[config.mk]
export PLATFORM = sky130hd
export DESIGN_NAME = rv_mem_sequencer_flat
export DESIGN_NICKNAME = d
export VERILOG_FILES = /design/src/rtl/rv_mem_sequencer_pkg.sv /design/src/rtl/rv_mem_sequencer_if.sv /design/src/rtl/rv_mem_sequencer_inst_align.sv /design/src/rtl/rv_mem_sequencer.sv /design/src/flat_wrapper.sv
export SDC_FILE = /design/constraint.sdc
export NUM_CORES = 1
export LEC_CHECK = 0
export CORE_AREA = 2 2 234 236
export CTS_CLUSTER_DIAMETER = 200
export CTS_CLUSTER_SIZE = 12
export DETAILED_ROUTE_END_ITERATION = 8
export DIE_AREA = 0 0 236 238
export HOLD_SLACK_MARGIN = 0.02
export PLACE_DENSITY_LB_ADDON = 0.1
export REMOVE_ABC_BUFFERS = 1
export SYNTH_ARGS = -nofsm -noshare
export SYNTH_HDL_FRONTEND = slang
export SYNTH_HIERARCHICAL = 1
export SYNTH_SLANG_ARGS = --single-unit
[constraint.sdc]
create_clock -name clock -period 8.05 [get_ports clock]
set_input_delay 0.805 -clock clock [delete_from_list [all_inputs] [get_ports clock]]
set_output_delay 0.805 -clock clock [all_outputs]
set_load 0.005 [all_outputs]
[src/rtl/rv_mem_sequencer_pkg.sv]
// Shared state encoding and fetch-alignment constants for the rv_cpu memory sequencer.
package rv_mem_sequencer_pkg;

  typedef logic [3:0] rv_mem_seq_state_t;

  localparam rv_mem_seq_state_t FETCH0_REQ  = 4'd0;
  localparam rv_mem_seq_state_t FETCH0_WAIT = 4'd1;
  localparam rv_mem_seq_state_t FETCH1_REQ  = 4'd2;
  localparam rv_mem_seq_state_t FETCH1_WAIT = 4'd3;
  localparam rv_mem_seq_state_t DECODE      = 4'd4;
  localparam rv_mem_seq_state_t DATA_REQ    = 4'd5;
  localparam rv_mem_seq_state_t DATA_WAIT   = 4'd6;
  localparam rv_mem_seq_state_t WRITE_REQ   = 4'd7;
  localparam rv_mem_seq_state_t COMMIT      = 4'd8;
  localparam rv_mem_seq_state_t HALTED      = 4'd9;

  // Halfword index whose 32-bit instruction spills into the next 64-bit word.
  localparam logic [1:0] STRADDLE_HW = 2'd3;

endpackage

[src/rtl/rv_mem_sequencer_if.sv]
// Single-port 64-bit memory channel: valid/ready request plus read-response strobe.
interface rv_mem_sequencer_if;
  logic        mem_valid;
  logic        mem_ready;
  logic        mem_write;
  logic [60:0] mem_address;
  logic [63:0] mem_wdata;
  logic        mem_rvalid;
  logic [63:0] mem_rdata;

  modport master (
    output mem_valid, mem_write, mem_address, mem_wdata,
    input  mem_ready, mem_rvalid, mem_rdata
  );

  modport slave (
    input  mem_valid, mem_write, mem_address, mem_wdata,
    output mem_ready, mem_rvalid, mem_rdata
  );
endinterface

[src/rtl/rv_mem_sequencer_inst_align.sv]
// Extracts a (possibly compressed) instruction from a 64-bit fetch word at pc[2:1].
module rv_inst_align
  import rv_mem_sequencer_pkg::*;
(
  input  logic [1:0]  pc_hw_i,
  input  logic [63:0] word0_i,
  input  logic [15:0] hi_half_i,
  output logic [31:0] inst_o,
  output logic        needs_second_word_o
);

  logic [15:0] lo_half;
  logic [15:0] next_half;

  always_comb begin
    lo_half   = word0_i[{pc_hw_i, 4'b0000} +: 16];
    next_half = word0_i[{pc_hw_i + 2'd1, 4'b0000} +: 16];
    needs_second_word_o = (pc_hw_i == STRADDLE_HW) && (lo_half[1:0] == 2'b11);
    if (pc_hw_i == STRADDLE_HW) begin
      inst_o = {needs_second_word_o ? hi_half_i : 16'h0000, lo_half};
    end else begin
      inst_o = {next_half, lo_half};
    end
  end

endmodule

[src/rtl/rv_mem_sequencer.sv]
// Multi-cycle fetch/data/commit sequencer driving rv_cpu against a single-port memory.
module rv_mem_sequencer
  import rv_mem_sequencer_pkg::*;
#(
  parameter logic [62:0] reset_pc = 63'h0
) (
  input  logic                      clock,
  input  logic                      reset,
  output logic [62:0]               pc,
  output logic [31:0]               inst,
  output logic [63:0]               ram_load_value,
  input  logic                      cpu_halt,
  input  logic                      cpu_ram_load,
  input  logic                      cpu_ram_store,
  input  logic [60:0]               cpu_ram_address,
  input  logic [63:0]               cpu_ram_store_value,
  input  logic [62:0]               cpu_pcnext,
  output logic                      cpu_step,
  rv_mem_sequencer_if.master        mem,
  output logic                      halted,
  output logic [63:0]               instret
);

  rv_mem_seq_state_t state_q, state_d;
  logic [62:0] pc_q, pc_d;
  logic [31:0] inst_q, inst_d;
  logic [63:0] load_q, load_d;
  logic [63:0] instret_q, instret_d;
  logic        req;

  logic [63:0] fetch_word;
  logic [15:0] fetch_hi;
  logic [31:0] align_inst;
  logic        align_needs;

  // Second fetch re-presents the saved low halfword at slot 3 so the aligner
  // assembles both halves the same way it does for a single-word fetch.
  assign fetch_word = (state_q == FETCH1_WAIT) ? {inst_q[15:0], 48'h0} : mem.mem_rdata;
  assign fetch_hi   = (state_q == FETCH1_WAIT) ? mem.mem_rdata[15:0] : 16'h0000;

  rv_inst_align u_align (
    .pc_hw_i             (pc_q[1:0]),
    .word0_i             (fetch_word),
    .hi_half_i           (fetch_hi),
    .inst_o              (align_inst),
    .needs_second_word_o (align_needs)
  );

  always_comb begin
    state_d         = state_q;
    pc_d            = pc_q;
    inst_d          = inst_q;
    load_d          = load_q;
    instret_d       = instret_q;
    req             = 1'b0;
    mem.mem_write   = 1'b0;
    mem.mem_address = pc_q[62:2];
    mem.mem_wdata   = cpu_ram_store_value;
    case (state_q)
      FETCH0_REQ: begin
        req = 1'b1;
        if (mem.mem_ready) state_d = FETCH0_WAIT;
      end
      FETCH0_WAIT: begin
        if (mem.mem_rvalid) begin
          inst_d  = align_inst;
          state_d = align_needs ? FETCH1_REQ : DECODE;
        end
      end
      FETCH1_REQ: begin
        req             = 1'b1;
        mem.mem_address = pc_q[62:2] + 61'd1;
        if (mem.mem_ready) state_d = FETCH1_WAIT;
      end
      FETCH1_WAIT: begin
        if (mem.mem_rvalid) begin
          inst_d  = align_inst;
          state_d = DECODE;
        end
      end
      DECODE: begin
        if (cpu_halt)                          state_d = HALTED;
        else if (cpu_ram_load | cpu_ram_store) state_d = DATA_REQ;
        else                                   state_d = COMMIT;
      end
      DATA_REQ: begin
        req             = 1'b1;
        mem.mem_address = cpu_ram_address;
        if (mem.mem_ready) state_d = DATA_WAIT;
      end
      DATA_WAIT: begin
        mem.mem_address = cpu_ram_address;
        if (mem.mem_rvalid) begin
          load_d  = mem.mem_rdata;
          state_d = cpu_ram_store ? WRITE_REQ : COMMIT;
        end
      end
      WRITE_REQ: begin
        req             = 1'b1;
        mem.mem_write   = 1'b1;
        mem.mem_address = cpu_ram_address;
        if (mem.mem_ready) state_d = COMMIT;
      end
      COMMIT: begin
        pc_d      = cpu_pcnext;
        instret_d = instret_q + 64'd1;
        state_d   = FETCH0_REQ;
      end
      HALTED:  state_d = HALTED;
      default: state_d = FETCH0_REQ;
    endcase
  end

  always_ff @(posedge clock) begin
    if (reset) begin
      state_q   <= FETCH0_REQ;
      pc_q      <= reset_pc;
      inst_q    <= '0;
      load_q    <= '0;
      instret_q <= '0;
    end else begin
      state_q   <= state_d;
      pc_q      <= pc_d;
      inst_q    <= inst_d;
      load_q    <= load_d;
      instret_q <= instret_d;
    end
  end

  assign mem.mem_valid  = req & ~reset;
  assign pc             = pc_q;
  assign inst           = inst_q;
  assign ram_load_value = load_q;
  assign instret        = instret_q;
  assign cpu_step       = (state_q == COMMIT);
  assign halted         = (state_q == HALTED);

endmodule
[src/flat_wrapper.sv]
// flat-port wrapper written by rule: the top's interface ports become plain ports
module rv_mem_sequencer_flat import rv_mem_sequencer_pkg::*;
#(
  parameter logic [62:0] reset_pc = 63'h0
)
  (clock, reset, pc, inst, ram_load_value, cpu_halt, cpu_ram_load, cpu_ram_store, cpu_ram_address, cpu_ram_store_value, cpu_pcnext, cpu_step, halted, instret, mem_mem_valid, mem_mem_write, mem_mem_address, mem_mem_wdata, mem_mem_ready, mem_mem_rvalid, mem_mem_rdata);
  rv_mem_sequencer_if mem_i ();
  input  logic clock;
  input  logic reset;
  output logic [62:0] pc;
  output logic [31:0] inst;
  output logic [63:0] ram_load_value;
  input  logic cpu_halt;
  input  logic cpu_ram_load;
  input  logic cpu_ram_store;
  input  logic [60:0] cpu_ram_address;
  input  logic [63:0] cpu_ram_store_value;
  input  logic [62:0] cpu_pcnext;
  output logic cpu_step;
  output logic halted;
  output logic [63:0] instret;
  output wire logic [$bits(mem_i.mem_valid)-1:0] mem_mem_valid;
  output wire logic [$bits(mem_i.mem_write)-1:0] mem_mem_write;
  output wire logic [$bits(mem_i.mem_address)-1:0] mem_mem_address;
  output wire logic [$bits(mem_i.mem_wdata)-1:0] mem_mem_wdata;
  input wire logic [$bits(mem_i.mem_ready)-1:0] mem_mem_ready;
  input wire logic [$bits(mem_i.mem_rvalid)-1:0] mem_mem_rvalid;
  input wire logic [$bits(mem_i.mem_rdata)-1:0] mem_mem_rdata;
  assign mem_mem_valid = mem_i.mem_valid;
  assign mem_mem_write = mem_i.mem_write;
  assign mem_mem_address = mem_i.mem_address;
  assign mem_mem_wdata = mem_i.mem_wdata;
  assign mem_i.mem_ready = mem_mem_ready;
  assign mem_i.mem_rvalid = mem_mem_rvalid;
  assign mem_i.mem_rdata = mem_mem_rdata;
  rv_mem_sequencer #(.reset_pc(reset_pc)) u_core (.clock(clock), .reset(reset), .pc(pc), .inst(inst), .ram_load_value(ram_load_value), .cpu_halt(cpu_halt), .cpu_ram_load(cpu_ram_load), .cpu_ram_store(cpu_ram_store), .cpu_ram_address(cpu_ram_address), .cpu_ram_store_value(cpu_ram_store_value), .cpu_pcnext(cpu_pcnext), .cpu_step(cpu_step), .mem(mem_i), .halted(halted), .instret(instret));
endmodule
* After elaboration in Yosys (flattened, before gate mapping)
Index checks and enable logic that the tools add are counted.
W data, S select, Z words.
** Word-level totals
- Bits in registers :: 227
- Input bits :: 259
- Word-level logic and storage cells :: 58
** Operators by class
- Add/subtract/negate cells :: 3
- Equal/unequal tests :: 18
- Shift-type cells :: 2
- Muxes and demuxes :: 19
- Bitwise gates (word level) :: 3
- Reductions and logical operators :: 8
** Operators with widths (count)
- $shiftx A64 B7 Y16 :: 2
- $pmux W61 S2 :: 1
- $add A64 B1 Y64 const B :: 1
- $mux W64 :: 1
- $add A61 B1 Y61 const B :: 1
- $mux W4 :: 10
- $pmux W4 S9 :: 1
- $mux W16 :: 2
- $mux W32 :: 1
- $eq A4 B3 Y1 const B :: 4
- $ne A2 B2 Y1 const B :: 7
- $eq A4 B2 Y1 const B :: 2
- $eq A4 B4 Y1 const B :: 2
- $reduce_and A7 Y1 :: 1
- $eq A2 B2 Y1 const B :: 2
- $eq A4 B1 Y1 const B :: 1
- $logic_not A4 Y1 :: 1
- $reduce_and A2 Y1 :: 2
- $reduce_or A4 Y1 :: 1
- $mux W3 :: 1
- $reduce_or A3 Y1 :: 1
- $add A2 B1 Y2 const B :: 1
- $mux W1 :: 2
- $reduce_or A2 Y1 :: 1
- other kinds (4) :: 4

* Logic depth before layout (Yosys ltp)
Gate-level depths: netlist of run 1.
- Word-level depth :: 8
- Gate-level depth with buffers :: 14
- Mapped depth without buffers :: 10

* Hierarchy
The synthesis of run 1 kept the hierarchy.
** Modules (own cells, without submodules)
- rv_mem_sequencer :: instances 1, cells each 1681, area an instance 12363.1 sq um, seq. area each 4544.4 sq um
- rv_inst_align :: instances 1, cells each 103, area an instance 1203.7 sq um, seq. area each 0.0 sq um

* Worst setup path before layout of run 1
OpenSTA, ideal clock, no wires.
- Path type :: reg-to-output
- Start :: register u_core.pc_q[2], in the netlist u_core/pc[2]
- End :: output mem_mem_address[58]
- Data arrival time :: 2.525 ns
- Slack :: 4.720 ns
- Stages on the path, launching flop included :: 8
- Path buffers :: 1
- Cells stage by stage :: dfxtp_1 > ha_1 > nand3_1 > or4_1 > buf_2 > or3_4 > or4_4 > o311ai_2
** On the way
- Word-level cells in the longest chain between the ends :: 2
** RTL lines
- start: declaration :: RTL line rv_mem_sequencer.sv:25 : logic [62:0] pc_q, pc_d;
- start signal: assignment :: RTL line rv_mem_sequencer.sv:117 : pc_q <= reset_pc;
- start signal: assignment :: RTL line rv_mem_sequencer.sv:123 : pc_q <= pc_d;
- $add A61 B1 Y61 :: RTL line rv_mem_sequencer.sv:72 : mem.mem_address = pc_q[62:2] + 61'd1;
- $pmux W61 S2 :: RTL line rv_mem_sequencer.sv:59 : case (state_q)
- end: declaration :: RTL line flat_wrapper.sv:24 : output wire logic [$bits(mem_i.mem_address)-1:0] mem_mem_address;
No other way between the ends.

* Final worst setup path of run 1
Same ends and word-level chain as after synthesis.

==> metrics.cfg, run 1 <==
[pwr]
irDropWorstVdd_v = 0.000124
finalPower_mw = 2.84
p_leak_nw = 5.87
p_per_area_nw_per_um2 = 149

[placed_design]
placed_cell_area_um2 = 18400
place_ws_ns = 3.75
port_buffers = 482
dpl.cell_count = 2789
place_hpwl_um = 48600
place.gp.congestion = 0.893

[clock_tree]
cts_setup_buffers = 0
clockBufferDepth = 3
tritoncts = built
cts_hold_buf = 0
clkSinkCount = 227
clock_latency_ns = 0.54
clk_pin_slew_worst_paths_ns = 0.07
cts_buffers = 22
cts_resized = 0
cts-root-buf = clkbuf_16
htree_levels = 1

[synth]
synth.avg_cell_area_um2 = 7.60
ys_types = 68
yosys_warnings = 6
syn_area_um2 = 13600
synth-async-reset-ratio_pct = 0
seq_area_frac_synth_pct = 33.5
yosys.area.top_type_share_pct = 33.5
ys_ff_latch = 227
yosys-top-cells-area = dfxtp_1, nand2_1, a21oi_1
synth_top_area_cell = dfxtp_1
synth-edff-count = 0
synth_cells = 1784
synth_flop_cell = dfxtp_1

[min_path]
min_from = u_core/inst[31]
min_path_type = flip-flop to flip-flop

[route]
viasPerCell = 5.19
wl_um = 66100
vias = 14624
ant_nets = 0
wl_per_cell_um = 23.5
detailedRoute.firstPassIterationCount = 7
drt_iter0_drc = 881
post-route-drc-count = 0

[setup_path]
critical_path.startpoint = u_core/pc[2]
timing.rr.start = u_core/state_q[0]
r2r_slack_ns = 4.10
worst-path-buf-inv = 1
worst_ep_required_time_ns = 7.24
crit_type = flip-flop to primary output
crit_fanout = 12
cp_slowest_cell = or4_1
cp_top_family = simple AND/OR/NAND/NOR gates
end_kind = primary output
crit_chain = ha_1 > nand3_1 > or4_1 > or3_4 > or4_4 > o311ai_2 > clkdlybuf4s50_1
cp-start-kind = flip-flop
cpPeakStageDelay_ns = 0.62
cp.arrival_ns = 4.04

[die]
die_x_um = 236
io_pins = 611
start_util_pct = 25.4
die_area_um2 = 56200
coreArea_um2 = 53500
rows = 85
die_height_um = 238

[global_route]
antenna_found_initial = 8
grt_max_degree = 82
grt_pass1_wl_um = 96100
grt_overflow = 0
grt_pass1_vias = 14130
grt_usage_pct = 22.4

[sta]
relSlewSlack_pct = 32.5
period_share_pct = 60.2
tightest_slew_ns = 1.00
rsz0062_at_grt = false
clock-skew-final_ns = 0.0104
final_hold_viol_count = 0
period_minus_slack_ns = 4.85
finalMaxSlewViolations = 0
timing.setup.tns_ns = 0
whs_ns = 0.454
setup_slack_ns = 3.20
max_clock_freq_mhz = 206
setup_viol = 0

[layout]
fillers = 5645
layout.cells.non_filler = 2817
area_growth_pct = 40.3
fin_util_pct = 35.6
final_nets = 2379
drive_gt1_share_pct = 5.95
design_area_um2 = 19000

[job]
cap_violations = 0

[outcome]
status = complete, no violations

-- cell type report --
class	count	area (um2)	area share, %
tap	696	871	4.58
inverter	50	188	0.986
multi-input combinational	1314	7860	41.3
clock buffer	24	579	3.04
timing repair buffer	502	4980	26.1
antenna	4	10.0	0.0526
sequential	227	4550	23.9
-- where the power goes --
group	switching (mW)	total (mW)	internal [mW]
Combinational	0.320	0.642	0.321
Sequential	0.0629	1.23	1.16
Clock	0.470	0.972	0.502
-- logic make-up (layout without fill, tap and decap cells) --
family | after synthesis | count (layout) | synth area share [%]
AO/OA/AOI/OAI | 397 | 397 | 18.5
XOR/XNOR | 27 | 27 | 1.74
adder cells (fa/ha/maj) | 3 | 3 | 0.277
buffers and inverters | 243 | 576 | 8.85
flip-flops | 227 | 227 | 33.5
multiplexers | 58 | 58 | 7.24
other | 0 | 4 | 0
AND/OR/NAND/NOR | 829 | 829 | 29.9
-- cell usage in the layout, fill, tap and decap left out, types with 30 or more instances in the layout --
cell | Yosys | layout
a21oi_1 | 211 | 209
clkdlybuf4s50_1 | 0 | 481
dfxtp_1 | 227 | 226
inv_1 | 50 | 49
mux4_2 | 30 | 30
nand2_1 | 408 | 408
nand3_1 | 71 | 70
nand4_1 | 48 | 48
nor2_1 | 63 | 63
nor2b_1 | 52 | 52
o21ai_0 | 53 | 53
or3_1 | 31 | 31
or4_1 | 32 | 32
-- synthesized netlist by cell type, types with 3 or more instances --
master / count
inv_1: 50
xor2_1: 15
a22oi_1: 21
nand3_1: 71
mux4_2: 30
dfxtp_1: 227
o311ai_0: 11
and4_1: 13
clkbuf_1: 109
o31ai_1: 13
and3_1: 16
a211oi_1: 3
nor2_1: 63
mux2_2: 17
and2_1: 23
or3_1: 31
nor4_1: 17
o211ai_1: 21
mux2i_1: 10
buf_6: 3
ha_1: 3
buf_1: 4
o32ai_1: 8
o32ai_2: 8
a21o_1: 4
nand2_1: 408
nand4_1: 48
or4_1: 32
a31oi_1: 8
buf_2: 8
buf_4: 68
nor3b_1: 5
nor3_1: 21
a21oi_1: 211
a221o_1: 18
o21ai_0: 53
xnor2_1: 12
nor2b_1: 52
or2_2: 5
nand2b_1: 9
-- routing by layer --
layer / share of wire, % / wire length [um] / vias to the layer above / global-route usage (%)
met5: 0.30 / 199 / - / 1.99
met4: 1.7 / 1120 / 10 / 4.67
li1: - / - / 6947 / -
met3: 12 / 7810 / 74 / 11.0
met1: 43 / 28300 / 6983 / 27.9
met2: 43 / 28800 / 610 / 34.7
-- sequential cells by signal (all words and copies together) (netlist names) --
signal / count
u_core/state_q: 4
u_core/pc: 63
u_core/inst: 32
u_core/ram_load_value: 64
u_core/instret: 64
-- final timing paths --
kind,endpoint,cells past startpoint
max reg2reg,u_core/state_q[1],10
min reg2reg,u_core/inst[31],2
max,mem_mem_address[58],7
min,u_core/inst[31],2
-- tightest hold or removal path: cells and delay by family, from the launching register on --
family          cells  cell delay, ns
flops               1            0.31
simple gates        1            0.05
compound gates      1            0.05
(Power assumes the default switching activity.)
==> run 2: changes to the inputs <==
CORE_AREA = 2 2 240 242   (was 2 2 234 236)
DIE_AREA = 0 0 242 244   (was 0 0 236 238)
clock period = 4.1 ns   (was 8.05 ns; I/O delays follow)
==> run 2 against run 1 <==
  * Clock power is 98% higher
  * Clock-buffer cell count stayed put
  * Total power is 98% higher
  * Sequential share of layout area is 0.57 points lower
  * Sequential cell count stayed put
  * Die area is 5.1% higher
  * Global-route usage is 0.71 points lower
  * First-iteration DRC count is 7.4% higher
  * Critical path depth is 1 lower
  * Hold slack worse by 0.20 ns
==> metrics.cfg, run 2 (same netlist as run 1, synthesis figures left out) <==
[clock_tree]
clkSinkCount = 227
clock_latency_ns = 0.53
htree_levels = 1
cts-root-buf = clkbuf_16
clockBufferDepth = 3
cts_buffers = 22
tritoncts = built
clk_pin_slew_worst_paths_ns = 0.07

[sta]
tightest_slew_ns = 0.970
relSlewSlack_pct = 34.7
max_clock_freq_mhz = 247
setup_slack_ns = 0.0560
finalMaxSlewViolations = 0
final_hold_viol_count = 0
setup_viol = 0
period_share_pct = 98.6
whs_ns = 0.254
clock-skew-final_ns = 0.00912
rsz0062_at_grt = false
period_minus_slack_ns = 4.04

[layout]
fin_util_pct = 34.8
final_nets = 2420
area_growth_pct = 44.0
drive_gt1_share_pct = 8.57
final_common_cell = clkdlybuf4s50_1
layout.cells.non_filler = 2917
final_cell_mix = clkdlybuf4s50_1, nand2_1, dfxtp_1
design_area_um2 = 19500

[die]
die_x_um = 242
coreArea_um2 = 56200
die_area_um2 = 59000
start_util_pct = 24.2
io_pins = 611
rows = 87
die_height_um = 244

[global_route]
grt_max_degree = 193
grt_overflow = 0
grt_pass1_wl_um = 98600
antenna_found_initial = 6
grt_usage_pct = 21.7
grt_pass1_vias = 14242

[min_path]
min_path_type = input port to flip-flop

[setup_path]
rr_worst_depth = 10
crit_chain = nand4_1 > or4_4 > or3_4 > or4_1 > nand3_1 > clkdlybuf4s50_1
end_kind = primary output
r2r_slack_ns = 0.95
path_depth = 6
cp-start-kind = flip-flop
worstReg2RegEnd = u_core/inst[31]
crit_fanout = 8
timing.rr.start = u_core/state_q[3]
cp_top_family = simple AND/OR/NAND/NOR gates
crit_type = flip-flop to primary output
critical_path.startpoint = u_core/pc[40]
cp.arrival_ns = 3.63
worst-path-buf-inv = 1
cp_slowest_cell = or4_4
worst_ep_required_time_ns = 3.69
crit_path_end = mem_mem_address[47]
cpPeakStageDelay_ns = 0.66

[job]
cap_violations = 0

[route]
wl_um = 67400
vias = 14758
drt_iter0_drc = 946
ant_nets = 0
post-route-drc-count = 0
wl_per_cell_um = 23.1
viasPerCell = 5.06
detailedRoute.firstPassIterationCount = 6

[pwr]
p_leak_nw = 6.11
p_per_area_nw_per_um2 = 288
irDropWorstVdd_v = 0.000192

[placed_design]
dpl.cell_count = 2885
place_hpwl_um = 49500
place_ws_ns = 0.382
port_buffers = 482
place.gp.congestion = 0.867
placed_cell_area_um2 = 18900

[outcome]
status = complete, no violations

[run 2: cell types whose count changed in the layout (fill, tap and decap cells not counted), sizes merged]
cell,before,now
clkdlybuf4s50,481,480
dlygate4sd2,0,1
buf,21,62
diode,4,3
[run 2: what timing repair did]
action,in CTS,in global routing
gates resized for setup,11,10
endpoints found under the setup margin,4,8
setup buffers,1,4
pin swaps,1,2
hold buffers,0,0
[run 2: layout make-up]
type	count	area (um2)
Fill cell	6019	36600
Multi-Input combinational cell	1314	7920
Timing Repair Buffer	543	5350
Sequential cell	227	4560
Tap cell	756	946
Clock buffer	24	579
Inverter	50	188
Antenna cell	3	7.51
[run 2: through the flow]
stage	power [mW]	setup TNS [ns]
3_3_place_gp	3.75	0
5_1_grt	5.92	0
4_1_cts	5.73	0
2_1_floorplan	2.93	-10.43
6_report	5.62	0
3_5_place_dp	3.76	0
[run 2: per-layer routing]
layer  track usage (%)  part of all wire [%]  wire (um)  vias up
met3              10.2                    12       7820       80
met4              4.48                   2.0       1340       12
met5              2.21                  0.30        203        -
li1                  -                     -          -     7015
met1              27.2                    42      28500     6987
met2              33.9                    44      29500      664
[run 2: how the worst min path moves through the flow]
stage	start	end	slack (ns)	cells after the start
2_1_floorplan	u_core/inst[16]	u_core/inst[16]	0.45	2
3_3_place_gp	u_core/ram_load_value[14]	u_core/ram_load_value[14]	0.44	2
3_5_place_dp	u_core/inst[19]	u_core/inst[19]	0.45	2
4_1_cts	reset	u_core/pc[55]	0.23	2
5_1_grt	reset	u_core/pc[60]	0.25	2
6_report	reset	u_core/pc[48]	0.25	2
[run 2: power by group]
part	internal [mW]	switching (mW)	total (mW)	leakage (nW)
sequential	2.28	0.0754	2.36	1.83
combinational	0.663	0.684	1.35	3.99
clock	0.987	0.931	1.92	0.285
total	3.93	1.69	5.62	6.11
==> run 3: changes to the inputs <==
CTS_CLUSTER_DIAMETER = 150   (was 200)
PLACE_DENSITY_LB_ADDON = 0.05   (was 0.1)
SKIP_LAST_GASP = 1   (was default)
==> run 3 against run 2 <==
  * Clock power barely moved
  * Non-clock buffer count did not move
  * Largest power group unchanged
  * Worst setup slack improved by 0.025 ns
  * Final area fell by 0.26%
  * Sequential power barely moved
  * Highest routed layer unchanged
  * Register-to-register slack improved by 0.13 ns
  * Sequential cell count did not move
  * Sequential share of layout area rose by 0.060 points
  * Combinational power barely moved
  * Utilization fell by 0.089 points
  * Via count fell by 0.21%
  * Critical endpoint unchanged
==> metrics.cfg, run 3 (same netlist as run 1, synthesis figures left out) <==
[min_path]
hold_end = u_core/inst[25]
min_path_cells = 2
min_from = reset
min_path_type = input port to flip-flop

[setup_path]
crit_type = flip-flop to primary output
worst_ep_required_time_ns = 3.69
critical_path.startpoint = u_core/pc[38]
cp.arrival_ns = 3.61
cpPeakStageDelay_ns = 0.61
cp_slowest_cell = or4_1
end_kind = primary output
worst-path-buf-inv = 2
timing.rr.start = u_core/state_q[3]
crit_chain = nand4_1 > buf_4 > or4_1 > or3_1 > or4_1 > nand3_1 > clkdlybuf4s50_1
cp-start-kind = flip-flop
crit_fanout = 9
cp_top_family = simple AND/OR/NAND/NOR gates
r2r_slack_ns = 1.08
rr_worst_depth = 11
critPathMostFrequentCell = or4_1
worstReg2RegEnd = u_core/state_q[1]

[global_route]
grt_overflow = 0
grt_pass1_vias = 14227
antenna_found_initial = 4
grt_usage_pct = 22.2
grt_max_degree = 151
grt_pass1_wl_um = 100000

[layout]
fin_util_pct = 34.7
final_cell_mix = clkdlybuf4s50_1, nand2_1, dfxtp_1
drive_gt1_share_pct = 8.34
design_area_um2 = 19500
final_nets = 2420
final_common_cell = clkdlybuf4s50_1
area_growth_pct = 43.7
layout.cells.non_filler = 2914
antennaDiodeCount = 0

[sta]
setup_viol = 0
tightest_slew_ns = 1.07
timing.setup.tns_ns = 0
clock-skew-final_ns = 0.0332
rsz0062_at_grt = true
setup_slack_ns = 0.0810
relSlewSlack_pct = 28.3
final_hold_viol_count = 0
finalMaxSlewViolations = 0
period_minus_slack_ns = 4.02
whs_ns = 0.122
period_share_pct = 98.0
max_clock_freq_mhz = 249

[outcome]
status = complete, no violations

[clock_tree]
clk_pin_slew_worst_paths_ns = 0.07
tritoncts = built
clkSinkCount = 227
clockBufferDepth = 3
cts-root-buf = clkbuf_16
htree_levels = 1
clock_latency_ns = 0.56
cts_buffers = 22
cts_hold_buf = 0

[die]
die_height_um = 244
rows = 87
die_x_um = 242
die_area_um2 = 59000
start_util_pct = 24.2
coreArea_um2 = 56200
io_pins = 611

[pwr]
irDropWorstVdd_v = 0.000279
p_per_area_nw_per_um2 = 289
p_leak_nw = 6.11
finalPower_mw = 5.63

[route]
wl_per_cell_um = 23.7
vias = 14727
post-route-drc-count = 0
wl_um = 69000
viasPerCell = 5.05
ant_nets = 0
detailedRoute.firstPassIterationCount = 5
drt_iter0_drc = 850

[placed_design]
place_ws_ns = 0.270
place.gp.congestion = 0.862
dpl.cell_count = 2883
placed_cell_area_um2 = 18800
port_buffers = 482
place_hpwl_um = 51100

[job]
cap_violations = 0

run 3: worst max path at each step:
| stage | endpoint | slack (ns) | cells past startpoint |
|---|---|---|---|
| finish | mem_mem_address[47] | 0.08 | 7 |
| detailed placement | mem_mem_address[58] | 0.27 | 6 |
| global placement | mem_mem_address[58] | 0.35 | 6 |
| floorplan | mem_mem_address[31] | -0.44 | 4 |
| CTS | mem_mem_address[58] | -0.01 | 6 |
| global route | mem_mem_address[47] | -0.02 | 7 |
run 3: worst register-to-register path, stage by stage, from the launching register on:
cell	delay, ns
dfxtp_1	0.31
buf_4	0.17
nor2_1	0.22
and3_2	0.61
mux2_2	0.30
mux2i_1	0.07
mux2_4	0.42
nor2_1	0.14
inv_1	0.08
a211oi_1	0.23
mux2i_1	0.10
a211oi_1	0.29
run 3: layout make-up:
cell class | count | area [um2]
Fill cell | 6004 | 36700
Multi-Input combinational cell | 1314 | 7890
Timing Repair Buffer | 543 | 5330
Sequential cell | 227 | 4560
Tap cell | 756 | 946
Clock buffer | 23 | 554
Inverter | 50 | 188
Clock inverter | 1 | 30.0
run 3: power by group:
| part | total (mW) | internal (mW) | switching, mW |
|---|---|---|---|
| Sequential | 2.35 | 2.28 | 0.0704 |
| Clock | 1.92 | 0.961 | 0.955 |
| Combinational | 1.36 | 0.664 | 0.699 |
run 3: repair_timing:
action | in CTS | in global routing
endpoints found under the setup margin | 13 | 7
pin swaps | 3 | 2
endpoints found under the hold margin | 0 | 0
gates cloned | 0 | 0
resized for setup | 10 | 5
setup buffers | 4 | 3
run 3: per-layer routing:
metal | part of all wire (%) | vias up | global-route usage (%)
met3 | 11 | 55 | 10.4
met1 | 43 | 7033 | 27.3
met2 | 45 | 620 | 35.8
met5 | 0.38 | - | 2.61
li1 | - | 7009 | -
met4 | 1.4 | 10 | 3.29
